==> config.mk <==
export PLATFORM = sky130hd
export DESIGN_NAME = brch_predict
export DESIGN_NICKNAME = d
export VERILOG_FILES = /design/src/rtl/brch_predict.sv
export SDC_FILE = /design/constraint.sdc
export NUM_CORES = 1
export LEC_CHECK = 0
export CAP_MARGIN = 20
export CORE_MARGIN = 2
export CORE_UTILIZATION = 50
export CTS_BUF_LIST = sky130_fd_sc_hd__clkbuf_4 sky130_fd_sc_hd__clkbuf_8
export CTS_CLUSTER_DIAMETER = 80
export DETAILED_ROUTE_END_ITERATION = 10
export PLACE_DENSITY = 0.94
export SYNTH_ARGS = -nofsm -noshare
export SYNTH_HDL_FRONTEND = slang
export SYNTH_SLANG_ARGS = --single-unit
export TNS_END_PERCENT = 1
==> constraint.sdc <==
create_clock -name clk -period 4.85 [get_ports clk]
set_input_delay 0.485 -clock clk [delete_from_list [all_inputs] [get_ports clk]]
set_output_delay 0.485 -clock clk [all_outputs]
set_load 0.01 [all_outputs]
==> src/rtl/brch_predict.sv <==
// brch_predict: 2-bit saturating-counter direction predictor with execute-stage
// training, mispredict redirect generation and saturating performance counters.
module brch_predict #(
  parameter int IDX_BITS = 4,
  parameter int PC_W     = 16
) (
  input  logic            clk,
  input  logic            rst,
  // fetch-side lookup
  input  logic [PC_W-1:0] fetch_pc,
  input  logic            fetch_is_cond,
  output logic            pred_taken,
  // execute-side resolution
  input  logic            ex_valid,
  input  logic            ex_stall,
  input  logic            ex_is_cond,
  input  logic [PC_W-1:0] ex_pc,
  input  logic            ex_pred_taken,
  input  logic            ex_brchcnd,
  input  logic [PC_W-1:0] ex_target,
  input  logic [PC_W-1:0] ex_pc_plus2,
  output logic            mispredict,
  output logic [PC_W-1:0] redirect_pc,
  // performance statistics
  input  logic            clr_stats,
  output logic [15:0]     br_count,
  output logic [15:0]     mp_count
);

  localparam int ENTRIES = 1 << IDX_BITS;

  localparam logic [1:0] CTR_STRONG_NT = 2'b00;
  localparam logic [1:0] CTR_WEAK_NT   = 2'b01;
  localparam logic [1:0] CTR_STRONG_T  = 2'b11;

  localparam logic [15:0] STAT_MAX = 16'hFFFF;

  // Direction table; bit 1 of each entry is the predicted direction.
  logic [1:0] ctr_tbl [ENTRIES];

  logic [IDX_BITS-1:0] fetch_idx;
  logic [IDX_BITS-1:0] ex_idx;
  logic [1:0]          fetch_ctr;
  logic [1:0]          ex_ctr;
  logic [1:0]          ex_ctr_next;
  logic                upd;
  logic                train;
  logic                wrong_dir;

  // Instructions are halfword aligned, so PC bit 0 never contributes to the index.
  assign fetch_idx = fetch_pc[IDX_BITS:1];
  assign ex_idx    = ex_pc[IDX_BITS:1];

  assign fetch_ctr = ctr_tbl[fetch_idx];
  assign ex_ctr    = ctr_tbl[ex_idx];

  // A resolving instruction only counts once the stall has dropped.
  assign upd       = ex_valid & ~ex_stall;
  assign train     = upd & ex_is_cond;
  assign wrong_dir = ex_brchcnd ^ ex_pred_taken;

  // Fetch prediction reads the registered table directly: a same-cycle training
  // write to the same index is not bypassed, so fetch sees the old counter.
  always_comb begin
    pred_taken = 1'b0;
    if (!rst && fetch_is_cond) begin
      pred_taken = fetch_ctr[1];
    end
  end

  // Redirect is combinational from the execute inputs so the flush happens in
  // the resolving cycle; the target is selected by the actual outcome.
  always_comb begin
    mispredict  = 1'b0;
    redirect_pc = ex_brchcnd ? ex_target : ex_pc_plus2;
    if (!rst && upd && wrong_dir) begin
      mispredict = 1'b1;
    end
  end

  // Saturating increment/decrement of the counter being trained.
  always_comb begin
    ex_ctr_next = ex_ctr;
    if (ex_brchcnd) begin
      if (ex_ctr != CTR_STRONG_T) begin
        ex_ctr_next = ex_ctr + 2'd1;
      end
    end else begin
      if (ex_ctr != CTR_STRONG_NT) begin
        ex_ctr_next = ex_ctr - 2'd1;
      end
    end
  end

  // Table write: reset reloads every entry to weak-NT and drops any pending training.
  always_ff @(posedge clk) begin
    if (rst) begin
      for (int i = 0; i < ENTRIES; i++) begin
        ctr_tbl[i] <= CTR_WEAK_NT;
      end
    end else if (train) begin
      ctr_tbl[ex_idx] <= ex_ctr_next;
    end
  end

  // Resolved-conditional-branch counter; clear wins over increment, holds at max.
  always_ff @(posedge clk) begin
    if (rst || clr_stats) begin
      br_count <= '0;
    end else if (train && (br_count != STAT_MAX)) begin
      br_count <= br_count + 16'd1;
    end
  end

  // Misprediction counter covers both conditional branches and jumps.
  always_ff @(posedge clk) begin
    if (rst || clr_stats) begin
      mp_count <= '0;
    end else if (mispredict && (mp_count != STAT_MAX)) begin
      mp_count <= mp_count + 16'd1;
    end
  end

endmodule

* Word level (Yosys, flattened, before mapping)
Memory sizes are Yosys's and may differ from the RTL's. Index checks and enable logic that the tools add are counted.
Cells by class: add/sub/neg operators 4, equality and inequality tests 3, multiplexer cells 14, bitwise logic cells 4, reduce and logical (&&, ||, !) cells 9
Operators by type and width (number):
- $add A16 B1 Y16 const B | 2
- $ne A16 B16 Y1 const B | 2
- $mux W16 | 1
- $mux W1 | 8
- $mux W2 | 4
- $logic_and A1 B1 Y1 | 5
- $mux W4 | 1
- $add A2 B1 Y2 const B | 1
- $and A1 B1 Y1 | 2
- $ne A2 B2 Y1 const B | 1
- $reduce_bool A2 Y1 | 1
- $reduce_or A2 Y1 | 1
- $sub A2 B1 Y2 const B | 1
- $logic_not A1 Y1 | 1
- $logic_or A1 B1 Y1 | 1
- $not A1 Y1 | 1
- $xor A1 B1 Y1 | 1
Storage, ports and cells: register bits after elaboration 32, bits in writable memories 32, output and inout port bits 50, word-level logic and storage cells 37, memories kept 1
Memories:
- ctr_tbl | depth 16, width 2, rd ports 2, clocked after memory_dff 0, wr ports 16, RTL line 39 | logic [1:0] ctr_tbl [ENTRIES];

* Depth between registers and ports, before layout
Gate-level depths: netlist of run 1.
depth in word-level cells 8, mapped depth 7

* Least setup slack after synthesis of run 1
OpenSTA, ideal clock, no wires.
kind input-to-reg, start input ex_pc[1], end memory ctr_tbl[2][0], data pin, setup time 287 ps, data arrival time 1880 ps, setup slack 2683 ps, stages on the path 7, buffers on the path 2, cell sequence buf_6 -> mux4_2 -> a22o_1 -> nor2_2 -> maj3_4 -> buf_4 -> nand3_1
RTL lines:
- start, declared | RTL line 17 | input logic [PC_W-1:0] ex_pc,
- end, declared | RTL line 39

* Final worst setup path of run 1
start input rst, end output mispredict
Between the ends: word-level cells in the longest chain between the ends 4
Ends and longest elaborated chain:
- start, declared | RTL line 8 | input logic rst,
- $logic_not A1 Y1 | RTL line 76 | if (!rst && upd && wrong_dir) begin
- $logic_and A1 B1 Y1 (2 in series) | RTL line 76
- $mux W1 | RTL line 76
- end, declared | RTL line 22 | output logic mispredict,
Every way passes these cells.

==> results.cfg, run 1 <==
[drt]
ant_nets = 0
drt-pass1-iter-count = 5
drc = 0
drt_wl_total_mm = 9.36
avgViaCountPerCell = 5.78
wl_per_cell_um = 17.1
drtIter0Drc = 251
routed-via-count = 3168

[timing]
skew_ns = 0.00578
rsz0062_at_grt = no
setup-tns-final_ns = 0
setup_viol = 0
slew_headroom = 0.303
holdWs_ns = 0.510
fmax_mhz = 300
fin_crit_sh = 0.688
maxSlewViolCount = 0
period_minus_slack_ns = 3.34
max_slew.worst_pin.slew_ns = 1.04
setup_ws_ns = 1.51
timing.final.hold_violations = 0

[clock_network]
post_cts_resized = 0
clk_path_buf_depth = 2
clock_sink_count = 64
tritoncts = yes
clkLatencyLatePin_ns = 0.34
htreeDepth = 3
cts_root_buf = clkbuf_8
clk_pin_slew_ns = 0.07
cts_setup_buffers = 0
hold_buffers = 0
numCtsBuffers = 9

[placement]
postPlaceCellArea_um2 = 4620
io_buffers = 98
dp_slack_ns = 1.53
hpwlAfterDp_mm = 6.76
place_congestion = 0.876

[run_status]
status = finished, final reports clean

[worst_setup_path]
reg2reg_from = br_count[0]
crit_start = rst
critical_path_class = in -> out
worst_setup_path_end_kind = primary output
reg2reg_depth = 5
worstPathRequired_ns = 4.37
worstReg2RegEnd = br_count[2]
worstPathMaxFanout = 24
endpoint = mispredict
critical_path.startpoint_type = input port
arrival_ns = 2.85
r2r_setup_slack_ns = 2.44

[synthesis]
async_reset_ff_frac = 0
synth_nets = 431
avgSynthCellArea_um2 = 10.1
ys_types = 53
ys.flop_type = edfxtp_1
synth_area_leaders = edfxtp_1, dfxtp_1, mux4_2
synth_common_cells = nor2_1, nand2_1, dfxtp_1, edfxtp_1, nand3_1
synth_top_area_share = 0.266
yosysWarnings = 0
syn_inst = 356
synth_edf_count = 32
yosys.area.top_type = edfxtp_1
yosysSeqAreaShare = 0.444
synth_area_um2 = 3610
synth-seq-cells = 64
yosysMostFrequentCell = nor2_1

[cells_and_area]
syn2layout_area_growth_pct = 34.1
multi_input_area_um2 = 1890
seqCellArea_um2 = 1600
num-fill-cells = 537
drive_gt1_frac = 0.135
antenna_cells = 0
nets = 522
stdcell_area_um2 = 4840

[power]
vdd_drop_max_uv = 202
cellPowerDensity_nw_per_um2 = 253
leakage_nw = 1.57

[global_routing]
grtUsageTotal = 0.242
grt_pass1_wl_mm = 14.6
first_global_vias = 3049
antenna_found_initial = 0
gr-total-overflow = 0
grt_max_degree = 32

[floorplanning]
ios = 123
rows = 30
die_w_um = 89.0
die_area_um2 = 7910
dieHeight_um = 89.0
placeableCoreArea_um2 = 6910
initial_core_util = 0.523

[worst_hold_path]
hp-class = reg -> reg

[job]
cap_violations = 0
cell type report:
type | count | share of cell area
clock inverter | 2 | 0.00776
tap | 96 | 0.0248
sequential | 64 | 0.331
clock buffer | 14 | 0.0359
multi-input combinational | 267 | 0.391
timing repair buffer | 100 | 0.205
inverter | 5 | 0.00388
registers in the layout (all words and copies together), names as in the netlist:
signal	count
br_count	16
ctr_tbl	32
mp_count	16
worst max-delay path: stages:
cell and delay, ns:
clkdlybuf4s50_1 0.82, or3b_1 0.57, or2_1 0.31, inv_2 0.11, clkdlybuf4s50_1 0.54
worst min-delay path by stage:
stage	start	to	slack (ns)	depth (start not counted)
3_3_place_gp	mp_count[4]	mp_count[4]	0.48	2
6_report	mp_count[12]	mp_count[12]	0.51	2
5_1_grt	mp_count[12]	mp_count[12]	0.53	2
4_1_cts	mp_count[12]	mp_count[12]	0.50	2
3_5_place_dp	mp_count[12]	mp_count[12]	0.49	2
2_1_floorplan	mp_count[12]	mp_count[12]	0.50	2
layout by cell type (no fill, tap or decap), types with 3 or more instances in the layout:
cell / instances
a2111oi_0: 3
a211oi_1: 7
a21oi_1: 8
a31o_1: 3
and3_1: 8
and4_1: 4
clkbuf_4: 3
clkbuf_8: 11
clkdlybuf4s50_1: 98
dfxtp_1: 32
edfxtp_1: 32
inv_1: 4
mux2_2: 16
mux2i_1: 4
mux4_2: 12
nand2_1: 38
nand2b_1: 15
nand3_1: 23
nand4_1: 8
nor2_1: 46
nor2b_1: 3
nor3_1: 9
o21ai_0: 4
or2_2: 5
xnor2_1: 16
xor2_1: 3
routing by layer:
layer | part of all wire | global-route usage | wire length [um] | up-vias
li1 | - | - | - | 1480
met1 | 0.40 | 0.310 | 3730 | 1542
met2 | 0.53 | 0.419 | 4940 | 134
met3 | 0.063 | 0.0600 | 590 | 12
met4 | 0.011 | 0.0543 | 104 | 0
met5 | 0 | 0 | 0 | -
per-stage QoR:
| stage | std cells | power, mW | util |
|---|---|---|---|
| 6_report | 548 | 1.22 | 0.701 |
| 5_1_grt | 548 | 1.26 | 0.701 |
| 4_1_cts | 547 | 1.22 | 0.700 |
| 3_5_place_dp | 531 | 0.746 | 0.669 |
| 3_3_place_gp | 531 | 0.740 | 0.669 |
| 2_1_floorplan | 356 | 0.667 | - |
kinds of logic (layout without fill, tap and decap cells):
family,Yosys count,count (layout),synth area share
and+or+nand+nor,179,179,0.261
DFF,64,64,0.444
muxes,33,33,0.143
AOI/OAI and AO/OA,32,32,0.0610
buffers and inverters,25,121,0.0315
xor gates and xnor gates,19,19,0.0461
adders and majority gates,4,4,0.0139
power by group:
group | internal [mW] | switching [mW]
Combinational | 0.0888 | 0.0699
Sequential | 0.572 | 0.00386
Clock | 0.283 | 0.205
Power figures use the tool's default switching activity.
==> inputs of run 2 (changes only) <==
--- a/config.mk
+++ b/config.mk
@@ -7,11 +7,11 @@
 export LEC_CHECK = 0
 export CAP_MARGIN = 20
 export CORE_MARGIN = 2
-export CORE_UTILIZATION = 50
+export CORE_UTILIZATION = 43
 export CTS_BUF_LIST = sky130_fd_sc_hd__clkbuf_4 sky130_fd_sc_hd__clkbuf_8
 export CTS_CLUSTER_DIAMETER = 80
 export DETAILED_ROUTE_END_ITERATION = 10
-export PLACE_DENSITY = 0.94
+export PLACE_DENSITY = 0.86
 export SYNTH_ARGS = -nofsm -noshare
 export SYNTH_HDL_FRONTEND = slang
 export SYNTH_SLANG_ARGS = --single-unit
==> constraint.sdc (replaced) <==
create_clock -name clk -period 2.9 [get_ports clk]
set_input_delay 0.29 -clock clk [delete_from_list [all_inputs] [get_ports clk]]
set_output_delay 0.29 -clock clk [all_outputs]
set_load 0.01 [all_outputs]
==> run 2 against run 1 <==
Against the previous run: register-to-register slack worse by 1.6 ns; flip-flop and latch count stayed put; clock power grew 47%; largest cell class unchanged; clock skew about the same; first-iteration DRC count fell by 26%.
==> results.cfg, run 2 (synthesis gave the netlist of run 1 again) <==
[timing]
fin_crit_sh = 0.914
max_slew.worst_pin.slew_ns = 0.571
setup_viol = 0
setup_ws_ns = 0.249
slew_headroom = 0.610
fmax_mhz = 377
rsz0062_at_grt = no
timing.final.hold_violations = 0
period_minus_slack_ns = 2.65
maxSlewViolCount = 0
skew_ns = 0.00539
setup-tns-final_ns = 0

[placement]
io_buffers = 98
dp_slack_ns = -0.0214
place_congestion = 0.841
hpwlAfterDp_mm = 7.03
postPlaceCellArea_um2 = 4750

[power]
power_mw = 1.96
cellPowerDensity_nw_per_um2 = 398
leakage_nw = 1.63
vdd_drop_max_uv = 291

[clock_network]
clock_sink_count = 64
clkLatencyLatePin_ns = 0.34
cts_setup_buffers = 0
clk_pin_slew_ns = 0.06
cts_root_buf = clkbuf_8
clk_path_buf_depth = 2
hold_buffers = 0
post_cts_resized = 1
numCtsBuffers = 9
htreeDepth = 3
tritoncts = yes

[global_routing]
grt_max_degree = 31
first_global_vias = 3047
grtUsageTotal = 0.208
grt_pass1_wl_mm = 14.5
antenna_found_initial = 0
gr-total-overflow = 0

[job]
cap_violations = 0

[cells_and_area]
syn2layout_area_growth_pct = 36.6
largest_reg_flops = 32
layout_common_cells = clkdlybuf4s50_1, nor2_1, nand2_1, dfxtp_1, edfxtp_1
stdcell_area_um2 = 4930
final_common_cell = clkdlybuf4s50_1
antenna_cells = 0
biggestRegsByFlops = ctr_tbl (32), br_count (16), mp_count (16)
nets = 535
largest_register = ctr_tbl
drive_gt1_frac = 0.151

[drt]
drt-pass1-iter-count = 4
drt_wl_total_mm = 9.28
drtIter0Drc = 186
routed-via-count = 3097
avgViaCountPerCell = 5.43
drc = 0
wl_per_cell_um = 16.3
ant_nets = 0

[floorplanning]
initial_core_util = 0.442
die_area_um2 = 9140
rows = 33
ios = 123
die_w_um = 95.6
dieHeight_um = 95.6
placeableCoreArea_um2 = 8180

[worst_hold_path]
hp-class = reg -> reg

[worst_setup_path]
worst_setup_path_end_kind = primary output
arrival_ns = 2.36
worstPathRequired_ns = 2.61
critical_path.startpoint_type = flip-flop
worstPathMaxFanout = 2
critical_path_class = reg -> out

[run_status]
status = finished, final reports clean
==> run 2: changes by cell type in the layout (fill, tap and decap cells not counted) <==
cell	change
buf_12	+1
buf_4	+13
clkbuf_2	-1
clkbuf_4	-2
clkbuf_8	-2
clkdlybuf4s50_1	-1
clkinv_1	+4
clkinv_2	+1
clkinvlp_4	-1
dlygate4sd2_1	+1
==> run 2: worst paths after layout <==
path	from	end	slack [ns]	cells after the start
max reg2reg	br_count[0]	br_count[2]	0.86	6
min reg2reg	mp_count[4]	mp_count[4]	0.51	2
min	mp_count[4]	mp_count[4]	0.51	2
max	ctr_tbl[15][1]	pred_taken	0.25	4
==> run 2: final cells by class <==
cell class                      count  area [um2]
Fill cell                         674        3240
Multi-Input combinational cell    267        1890
Sequential cell                    64        1600
Timing Repair Buffer              113        1100
Clock buffer                       10         131
Tap cell                          105         131
Clock inverter                      6        50.0
Inverter                            5        18.8
==> run 2: critical path, cell delays in order, from the launching register on <==
cell	delay, ns
edfxtp_1	0.42
mux4_2	0.49
mux4_2	0.47
and3b_1	0.19
clkdlybuf4s50_1	0.47
==> run 2: metrics by stage <==
step / hold slack, ns / cells / utilization
finish: 0.508 / 570 / 0.603
global route: 0.512 / 570 / 0.603
CTS: 0.501 / 570 / 0.603
detailed placement: 0.493 / 554 / 0.581
global placement: 0.480 / 554 / 0.581
floorplan: 0.476 / 356 / -
==> run 2: report_power, final <==
part	leakage [nW]	internal (mW)	switching [mW]	total (mW)
clock	0.0936	0.393	0.324	0.717
sequential	0.535	0.957	0.00708	0.964
combinational	0.997	0.161	0.120	0.280
total	1.63	1.51	0.451	1.96
==> run 2: layer usage <==
metal | GRT usage | vias up | part of all wire | wire, um
met5 | 0 | - | 0 | 0
met4 | 0.0655 | 0 | 0.016 | 150
met3 | 0.0561 | 17 | 0.050 | 465
met2 | 0.338 | 86 | 0.51 | 4730
met1 | 0.269 | 1488 | 0.42 | 3930
li1 | - | 1506 | - | -
